$ cat src/rtl/multicycle_muldiv_unit_pkg.sv
// Shared types for the iterative M-extension unit: op codes, FSM states and
// request/response records.
package multicycle_muldiv_unit_pkg;

  typedef enum logic [2:0] {
    OP_MUL    = 3'd0,
    OP_MULH   = 3'd1,
    OP_MULHSU = 3'd2,
    OP_MULHU  = 3'd3,
    OP_DIV    = 3'd4,
    OP_DIVU   = 3'd5,
    OP_REM    = 3'd6,
    OP_REMU   = 3'd7
  } muldiv_op_e;

  typedef enum logic [1:0] {
    ST_IDLE,
    ST_CALC,
    ST_FIX,
    ST_DONE
  } muldiv_state_e;

  // Records are sized for the widest configuration (RV64, 8-bit tag).
  localparam int MAX_XLEN  = 64;
  localparam int MAX_TAG_W = 8;

  typedef struct packed {
    muldiv_op_e           op;
    logic [MAX_XLEN-1:0]  rs1;
    logic [MAX_XLEN-1:0]  rs2;
    logic [MAX_TAG_W-1:0] tag;
  } muldiv_req_t;

  typedef struct packed {
    logic [MAX_XLEN-1:0]  data;
    logic [MAX_TAG_W-1:0] tag;
  } muldiv_resp_t;

endpackage

$ cat src/rtl/multicycle_muldiv_unit_if.sv
// Request/response handshake bundle between the execute stage (master) and
// the mul/div unit (slave).
interface multicycle_muldiv_unit_if #(
  parameter int XLEN  = 32,
  parameter int TAG_W = 5
);
  logic             req_valid;
  logic             req_ready;
  logic [2:0]       req_op;
  logic [XLEN-1:0]  req_rs1;
  logic [XLEN-1:0]  req_rs2;
  logic [TAG_W-1:0] req_tag;
  logic             resp_valid;
  logic             resp_ready;
  logic [XLEN-1:0]  resp_data;
  logic [TAG_W-1:0] resp_tag;

  modport master (
    output req_valid, req_op, req_rs1, req_rs2, req_tag, resp_ready,
    input  req_ready, resp_valid, resp_data, resp_tag
  );

  modport slave (
    input  req_valid, req_op, req_rs1, req_rs2, req_tag, resp_ready,
    output req_ready, resp_valid, resp_data, resp_tag
  );
endinterface

$ cat src/rtl/multicycle_muldiv_unit_step.sv
// Combinational UNROLL-deep chain of radix-2 steps on unsigned magnitudes:
// shift-add multiply or restoring divide over a shared {hi, lo} accumulator.
module muldiv_step #(
  parameter int XLEN   = 32,
  parameter int UNROLL = 1
) (
  input  logic              is_div,
  input  logic [2*XLEN-1:0] acc_i,
  input  logic [XLEN-1:0]   opb_i,
  output logic [2*XLEN-1:0] acc_o
);

  // Multiply: {hi, lo} = {partial product, remaining multiplier bits}.
  // Divide:   {hi, lo} = {partial remainder, dividend shifting into quotient}.
  function automatic logic [2*XLEN-1:0] step1(input logic div,
                                              input logic [2*XLEN-1:0] acc,
                                              input logic [XLEN-1:0] b);
    logic [XLEN:0]     t;
    logic [2*XLEN-1:0] r;
    if (div) begin
      t = {acc[2*XLEN-1:XLEN], acc[XLEN-1]};
      if (t >= {1'b0, b}) r = {t[XLEN-1:0] - b, acc[XLEN-2:0], 1'b1};
      else                r = {t[XLEN-1:0], acc[XLEN-2:0], 1'b0};
    end else begin
      t = {1'b0, acc[2*XLEN-1:XLEN]} + {1'b0, (acc[0] ? b : {XLEN{1'b0}})};
      r = {t, acc[XLEN-1:1]};
    end
    return r;
  endfunction

  logic [UNROLL:0][2*XLEN-1:0] chain;

  assign chain[0] = acc_i;
  for (genvar i = 0; i < UNROLL; i++) begin : g_stage
    assign chain[i+1] = step1(is_div, chain[i], opb_i);
  end
  assign acc_o = chain[UNROLL];

endmodule

$ cat src/rtl/multicycle_muldiv_unit.sv
// Iterative RV32M/RV64M multiply/divide unit: IDLE accepts an op, CALC iterates
// on magnitudes, FIX applies signs and selects the half, DONE holds the result.
module multicycle_muldiv_unit
  import multicycle_muldiv_unit_pkg::*;
#(
  parameter int XLEN   = 32,
  parameter int UNROLL = 1,
  parameter int TAG_W  = 5
) (
  input  logic                     clk,
  input  logic                     rst,
  input  logic                     flush,
  output logic                     busy,
  multicycle_muldiv_unit_if.slave  bus
);

  if ((XLEN % UNROLL) != 0 || (XLEN != 32 && XLEN != 64)) begin : g_param_chk
    $error("multicycle_muldiv_unit: XLEN must be 32/64 and divisible by UNROLL");
  end

  localparam int STEPS = XLEN / UNROLL;
  localparam int CW    = $clog2(STEPS + 1);

  muldiv_state_e     state_q, state_d;
  muldiv_op_e        op_q, op_d, in_op;
  logic [TAG_W-1:0]  tag_q, tag_d, rtag_q, rtag_d;
  logic [2*XLEN-1:0] acc_q, acc_d, acc_step, prod;
  logic [XLEN-1:0]   opb_q, opb_d, data_q, data_d;
  logic [XLEN-1:0]   mag1, mag2, fast_data, fix_data, qr_sel;
  logic              neg_q, neg_d, s1, s2, div0, ovf, accept;
  logic [CW-1:0]     cnt_q, cnt_d;

  assign in_op = muldiv_op_e'(bus.req_op);

  // Operand decode: sign flags, magnitudes and the single-cycle corner cases.
  always_comb begin
    s1     = bus.req_rs1[XLEN-1] & (in_op inside {OP_MULH, OP_MULHSU, OP_DIV, OP_REM});
    s2     = bus.req_rs2[XLEN-1] & (in_op inside {OP_MULH, OP_DIV, OP_REM});
    mag1   = s1 ? -bus.req_rs1 : bus.req_rs1;
    mag2   = s2 ? -bus.req_rs2 : bus.req_rs2;
    div0   = in_op[2] & (bus.req_rs2 == '0);
    ovf    = (in_op inside {OP_DIV, OP_REM}) &
             (bus.req_rs1 == {1'b1, {(XLEN-1){1'b0}}}) & (&bus.req_rs2);
    if (div0) fast_data = in_op[1] ? bus.req_rs1 : '1;
    else      fast_data = in_op[1] ? '0 : bus.req_rs1;
    accept = bus.req_valid & ~flush;
  end

  muldiv_step #(.XLEN(XLEN), .UNROLL(UNROLL)) u_step (
    .is_div (op_q[2]),
    .acc_i  (acc_q),
    .opb_i  (opb_q),
    .acc_o  (acc_step)
  );

  always_comb begin
    prod   = neg_q ? -acc_q : acc_q;
    qr_sel = op_q[1] ? acc_q[2*XLEN-1:XLEN] : acc_q[XLEN-1:0];
    if (!op_q[2]) fix_data = (op_q == OP_MUL) ? prod[XLEN-1:0] : prod[2*XLEN-1:XLEN];
    else          fix_data = neg_q ? -qr_sel : qr_sel;
  end

  always_comb begin
    state_d = state_q;
    op_d    = op_q;
    tag_d   = tag_q;
    acc_d   = acc_q;
    opb_d   = opb_q;
    neg_d   = neg_q;
    cnt_d   = cnt_q;
    data_d  = data_q;
    rtag_d  = rtag_q;
    case (state_q)
      ST_IDLE: if (accept) begin
        op_d  = in_op;
        tag_d = bus.req_tag;
        acc_d = {{XLEN{1'b0}}, mag1};
        opb_d = mag2;
        cnt_d = '0;
        // Remainder follows the dividend; product and quotient follow s1^s2.
        neg_d = (in_op[2] & in_op[1]) ? s1 : (s1 ^ s2);
        if (div0 || ovf) begin
          data_d  = fast_data;
          rtag_d  = bus.req_tag;
          state_d = ST_DONE;
        end else begin
          state_d = ST_CALC;
        end
      end
      ST_CALC: begin
        acc_d = acc_step;
        cnt_d = cnt_q + CW'(1);
        if (cnt_q == CW'(STEPS - 1)) state_d = ST_FIX;
      end
      ST_FIX: begin
        data_d  = fix_data;
        rtag_d  = tag_q;
        state_d = ST_DONE;
      end
      ST_DONE: if (bus.resp_ready) state_d = ST_IDLE;
      default: state_d = ST_IDLE;
    endcase
    if (flush) state_d = ST_IDLE;
  end

  // State advances on the falling edge, in step with the execute pipeline register.
  always_ff @(negedge clk or negedge rst) begin
    if (!rst) begin
      state_q <= ST_IDLE;
      op_q    <= OP_MUL;
      tag_q   <= '0;
      acc_q   <= '0;
      opb_q   <= '0;
      neg_q   <= 1'b0;
      cnt_q   <= '0;
      data_q  <= '0;
      rtag_q  <= '0;
    end else begin
      state_q <= state_d;
      op_q    <= op_d;
      tag_q   <= tag_d;
      acc_q   <= acc_d;
      opb_q   <= opb_d;
      neg_q   <= neg_d;
      cnt_q   <= cnt_d;
      data_q  <= data_d;
      rtag_q  <= rtag_d;
    end
  end

  assign bus.req_ready  = (state_q == ST_IDLE);
  assign bus.resp_valid = (state_q == ST_DONE);
  assign bus.resp_data  = data_q;
  assign bus.resp_tag   = rtag_q;
  assign busy           = (state_q != ST_IDLE);

endmodule

$ cat src/flat_wrapper.sv
// flat-port wrapper written by rule: the top's interface ports become plain ports
module multicycle_muldiv_unit_flat import multicycle_muldiv_unit_pkg::*;
#(
  parameter int XLEN   = 32,
  parameter int UNROLL = 1,
  parameter int TAG_W  = 5
)
  (clk, rst, flush, busy, bus_req_valid, bus_req_op, bus_req_rs1, bus_req_rs2, bus_req_tag, bus_resp_ready, bus_req_ready, bus_resp_valid, bus_resp_data, bus_resp_tag);
  multicycle_muldiv_unit_if #(.XLEN(XLEN), .TAG_W(TAG_W)) bus_i ();
  input  logic clk;
  input  logic rst;
  input  logic flush;
  output logic busy;
  input wire logic [$bits(bus_i.req_valid)-1:0] bus_req_valid;
  input wire logic [$bits(bus_i.req_op)-1:0] bus_req_op;
  input wire logic [$bits(bus_i.req_rs1)-1:0] bus_req_rs1;
  input wire logic [$bits(bus_i.req_rs2)-1:0] bus_req_rs2;
  input wire logic [$bits(bus_i.req_tag)-1:0] bus_req_tag;
  input wire logic [$bits(bus_i.resp_ready)-1:0] bus_resp_ready;
  output wire logic [$bits(bus_i.req_ready)-1:0] bus_req_ready;
  output wire logic [$bits(bus_i.resp_valid)-1:0] bus_resp_valid;
  output wire logic [$bits(bus_i.resp_data)-1:0] bus_resp_data;
  output wire logic [$bits(bus_i.resp_tag)-1:0] bus_resp_tag;
  assign bus_i.req_valid = bus_req_valid;
  assign bus_i.req_op = bus_req_op;
  assign bus_i.req_rs1 = bus_req_rs1;
  assign bus_i.req_rs2 = bus_req_rs2;
  assign bus_i.req_tag = bus_req_tag;
  assign bus_i.resp_ready = bus_resp_ready;
  assign bus_req_ready = bus_i.req_ready;
  assign bus_resp_valid = bus_i.resp_valid;
  assign bus_resp_data = bus_i.resp_data;
  assign bus_resp_tag = bus_i.resp_tag;
  multicycle_muldiv_unit #(.XLEN(XLEN), .UNROLL(UNROLL), .TAG_W(TAG_W)) u_core (.clk(clk), .rst(rst), .flush(flush), .busy(busy), .bus(bus_i));
endmodule
$ cat config.mk
export PLATFORM = sky130hd
export DESIGN_NAME = multicycle_muldiv_unit_flat
export DESIGN_NICKNAME = d
export VERILOG_FILES = /design/src/rtl/multicycle_muldiv_unit_pkg.sv /design/src/rtl/multicycle_muldiv_unit_if.sv /design/src/rtl/multicycle_muldiv_unit_step.sv /design/src/rtl/multicycle_muldiv_unit.sv /design/src/flat_wrapper.sv
export SDC_FILE = /design/constraint.sdc
export NUM_CORES = 1
export LEC_CHECK = 0
export CAP_MARGIN = 20
export CELL_PAD_IN_SITES_DETAIL_PLACEMENT = 1
export CELL_PAD_IN_SITES_GLOBAL_PLACEMENT = 2
export CORE_UTILIZATION = 39
export CTS_BUF_LIST = sky130_fd_sc_hd__clkbuf_8 sky130_fd_sc_hd__clkbuf_16
export DETAILED_ROUTE_END_ITERATION = 7
export HOLD_SLACK_MARGIN = 0.03
export PLACE_DENSITY_LB_ADDON = 0.25
export SLEW_MARGIN = 10
export SYNTH_ARGS = -nofsm -noshare
export SYNTH_HDL_FRONTEND = slang
export SYNTH_HIERARCHICAL = 1
export SYNTH_SLANG_ARGS = --single-unit
$ cat constraint.sdc
create_clock -name clk -period 7.9 [get_ports clk]
set_input_delay 1.58 -clock clk [delete_from_list [all_inputs] [get_ports clk]]
set_output_delay 1.58 -clock clk [all_outputs]
set_load 0.05 [all_outputs]
==> run summary <==
drt initial violations: 1,606
clk buf depth: 2
Crit. Startpoint: bus_req_rs1[9]
initial antenna violation count: 4
CP Capture Type: flip-flop
GP Congestion: 0.9106
Synth Warn #: 6
failing checks: setup timing
Synth cell types: 102
largest net degree at the start of global routing: 120
commonest non-fill, non-tap cell in the layout: nand2_1
total CTS buffers: 17
I/O pins: 117
Die X-Extent: 208.8 um
sequential cell area fraction in the yosys report: 0.2251
Post-synth ARST share: 1.000
Primary FF master, synth: dfrtn_1
post-synthesis instance total: 2,173
DRT Pass-1 Iters: 5
fraction of layout cells with a size suffix above 1: 0.1375
worst slew pin tran: 1069 ps
clk sinks: 150
Final setup viols: 2
max-cap violations: 0
element type at the critical path start: input pin
reg2reg start: u_core/acc_q[2]
Pleak: 8.520 nW
H-Tree Depth: 4
global-route wire length before repair: 109,300 um
M1 WL: 32,870 um
worst clock skew: 7.070 ps
mapped cell area: 0.01668 mm^2
Overflow after GRT: 0
worst min path class: reg -> reg
clk_lat worst skew: 430 ps
most frequent cells in the layout: 205 x nand2_1, 190 x o21ai_0, 174 x nor2_1
number of I/O port buffers: 116
post-layout util: 0.4769
number of synthesized flops with an enable pin: 0
routed wl met3: 4522 um
Pwr Density: 388.1 mW/mm^2
Vias: 18,070
Max FO, Critical Path: 9
Core Footprint: 0.04204 mm^2
setup tns final: -21.81 ps
Post-Route WL: 72,300 um
Nets: 2,469
dpl ws: -673.2 ps
Worst-path clk slew: 50 ps
# rows: 75
Syn Nets: 2,326
Worst Path Required: 4230 ps
Seq cells post-synth: 150
post-route ant nets: 0
Worst VDD drop: 0.2247 mV
routed vias/inst: 6.294
final slew viol count: 0
relative slew slack: 0.2774
Initial Util: 0.3967
metal2 WL: 32,940 um
Avg Cell Area, Syn: 7.674 um^2
DIE AREA: 0.04359 mm^2
wire length per cell: 25.18 um
aggregate global-route resource usage: 0.3248
area grow syn2layout: 20.23%
# DRC: 0
final setup margin: -20.23 ps
Die Y: 208.8 um
run status: complete, but fails checks
CTS root buffer: clkbuf_16
critical path type: in -> reg
CTS tree: done
Post-CTS Hold Buffers: 0
# fillers: 5,174
CP arrival: 4250 ps
Top Layer Used: met5
Final Hold Vio Count: 0
worst hold start: u_core/tag_q[2]
DP HPWL: 53,640 um
vias in the first global route: 18,320
-- synth_stat cells, types with 31 or more instances --
cell      number  area share
nand2_1      206       0.046
o21ai_0      191       0.057
nor2_1       174       0.039
a21oi_1      151       0.045
dfrtn_1      150        0.23
clkbuf_1     126       0.028
xnor2_1      112       0.059
mux2i_1       83       0.050
inv_1         82       0.018
ha_1          74       0.056
xor2_1        63       0.033
nor3_1        49       0.015
a21o_1        41       0.018
or3_1         38       0.014
a22o_1        37       0.019
and2_1        37       0.014
nor4_1        36       0.014
mux2_2        35       0.024
a31oi_1       33       0.012
nand4_1       33       0.012
nand3_1       31      0.0093
-- flip-flops by register name, summed over array words and instances, names as in the netlist --
| register | count |
|---|---|
| u_core/acc_q | 64 |
| u_core/bus.resp_data | 32 |
| u_core/opb_q | 32 |
| u_core/cnt_q | 6 |
| u_core/bus.resp_tag | 5 |
| u_core/tag_q | 5 |
| u_core/op_q | 3 |
| u_core/state_q | 2 |
| u_core/neg_q | 1 |
-- final timing paths --
check                                      endpoint  slack, ps  cells past startpoint
max in group asynchronous           u_core/tag_q[3]       2120                      2
min reg2reg                         u_core/tag_q[2]        420                      2
max reg2reg                u_core/bus.resp_data[11]       3240                      6
min in group asynchronous  u_core/bus.resp_data[25]       4980                      1
min                                 u_core/tag_q[2]        420                      2
max                        u_core/bus.resp_data[16]        -20                     10
-- area by class of cell --
cell class | instances | area (um^2) | area share
Antenna cell | 4 | 10.01 | 0.0004993
Inverter | 85 | 319.1 | 0.01591
Timing Repair Buffer | 286 | 2621 | 0.1307
Multi-Input combinational cell | 1776 | 12050 | 0.6010
Clock buffer | 19 | 452.9 | 0.02259
Clock inverter | 12 | 167.7 | 0.008362
Sequential cell | 150 | 3754 | 0.1872
Tap cell | 539 | 674.4 | 0.03364
-- where the power goes --
group | switching, mW | total, mW | internal (mW)
sequential | 0.739 | 1.80 | 1.06
clock | 0.385 | 0.903 | 0.518
combinational | 3.08 | 5.08 | 2.01
-- routing by layer --
metal | vias to the layer above | global-route usage
met5 | - | 0
met4 | 2 | 0.1090
met3 | 117 | 0.05215
met2 | 629 | 0.5170
met1 | 9075 | 0.4456
li1 | 8248 | -
-- logic make-up (layout without fill, tap and decap cells) --
family / after synthesis / count (layout) / share of synthesized area
AOI/OAI and AO/OA: 665 / 666 / 0.2595
xor gates and xnor gates: 175 / 175 / 0.09191
adders and majority gates: 98 / 98 / 0.07113
buffers and inverters: 248 / 402 / 0.06280
DFF: 150 / 150 / 0.2251
muxes: 118 / 118 / 0.07345
other: 0 / 4 / 0
and+or+nand+nor: 719 / 719 / 0.2161
-- worst max-delay path, cell delays in order --
cell and delay (ps):
clkdlybuf4s50_1 490, nor4_4 340, nand4_1 190, or4_4 600
o21ai_4 230, buf_6 150, a22oi_2 70, buf_12 200
buf_12 150, a22o_1 220
-- stage by stage --
step / instances / power [mW] / hold slack, ps / area [um^2]
2_1_floorplan: 2173 / 5.188 / 406.0 / 16710
3_3_place_gp: 2824 / 6.578 / 418.3 / 19140
3_5_place_dp: 2824 / 6.715 / 427.0 / 19140
4_1_cts: 2859 / 7.657 / 428.4 / 19810
5_1_grt: 2867 / 8.245 / 459.8 / 20040
6_report: 2871 / 7.781 / 424.0 / 20050
-- timing repair --
action	CTS	global route
setup endpoints to repair	42	35
resized for setup	23	28
cloned	0	5
pin swaps	8	9
setup buffers	4	3
No activity file was read; power rests on OpenSTA's default activity.
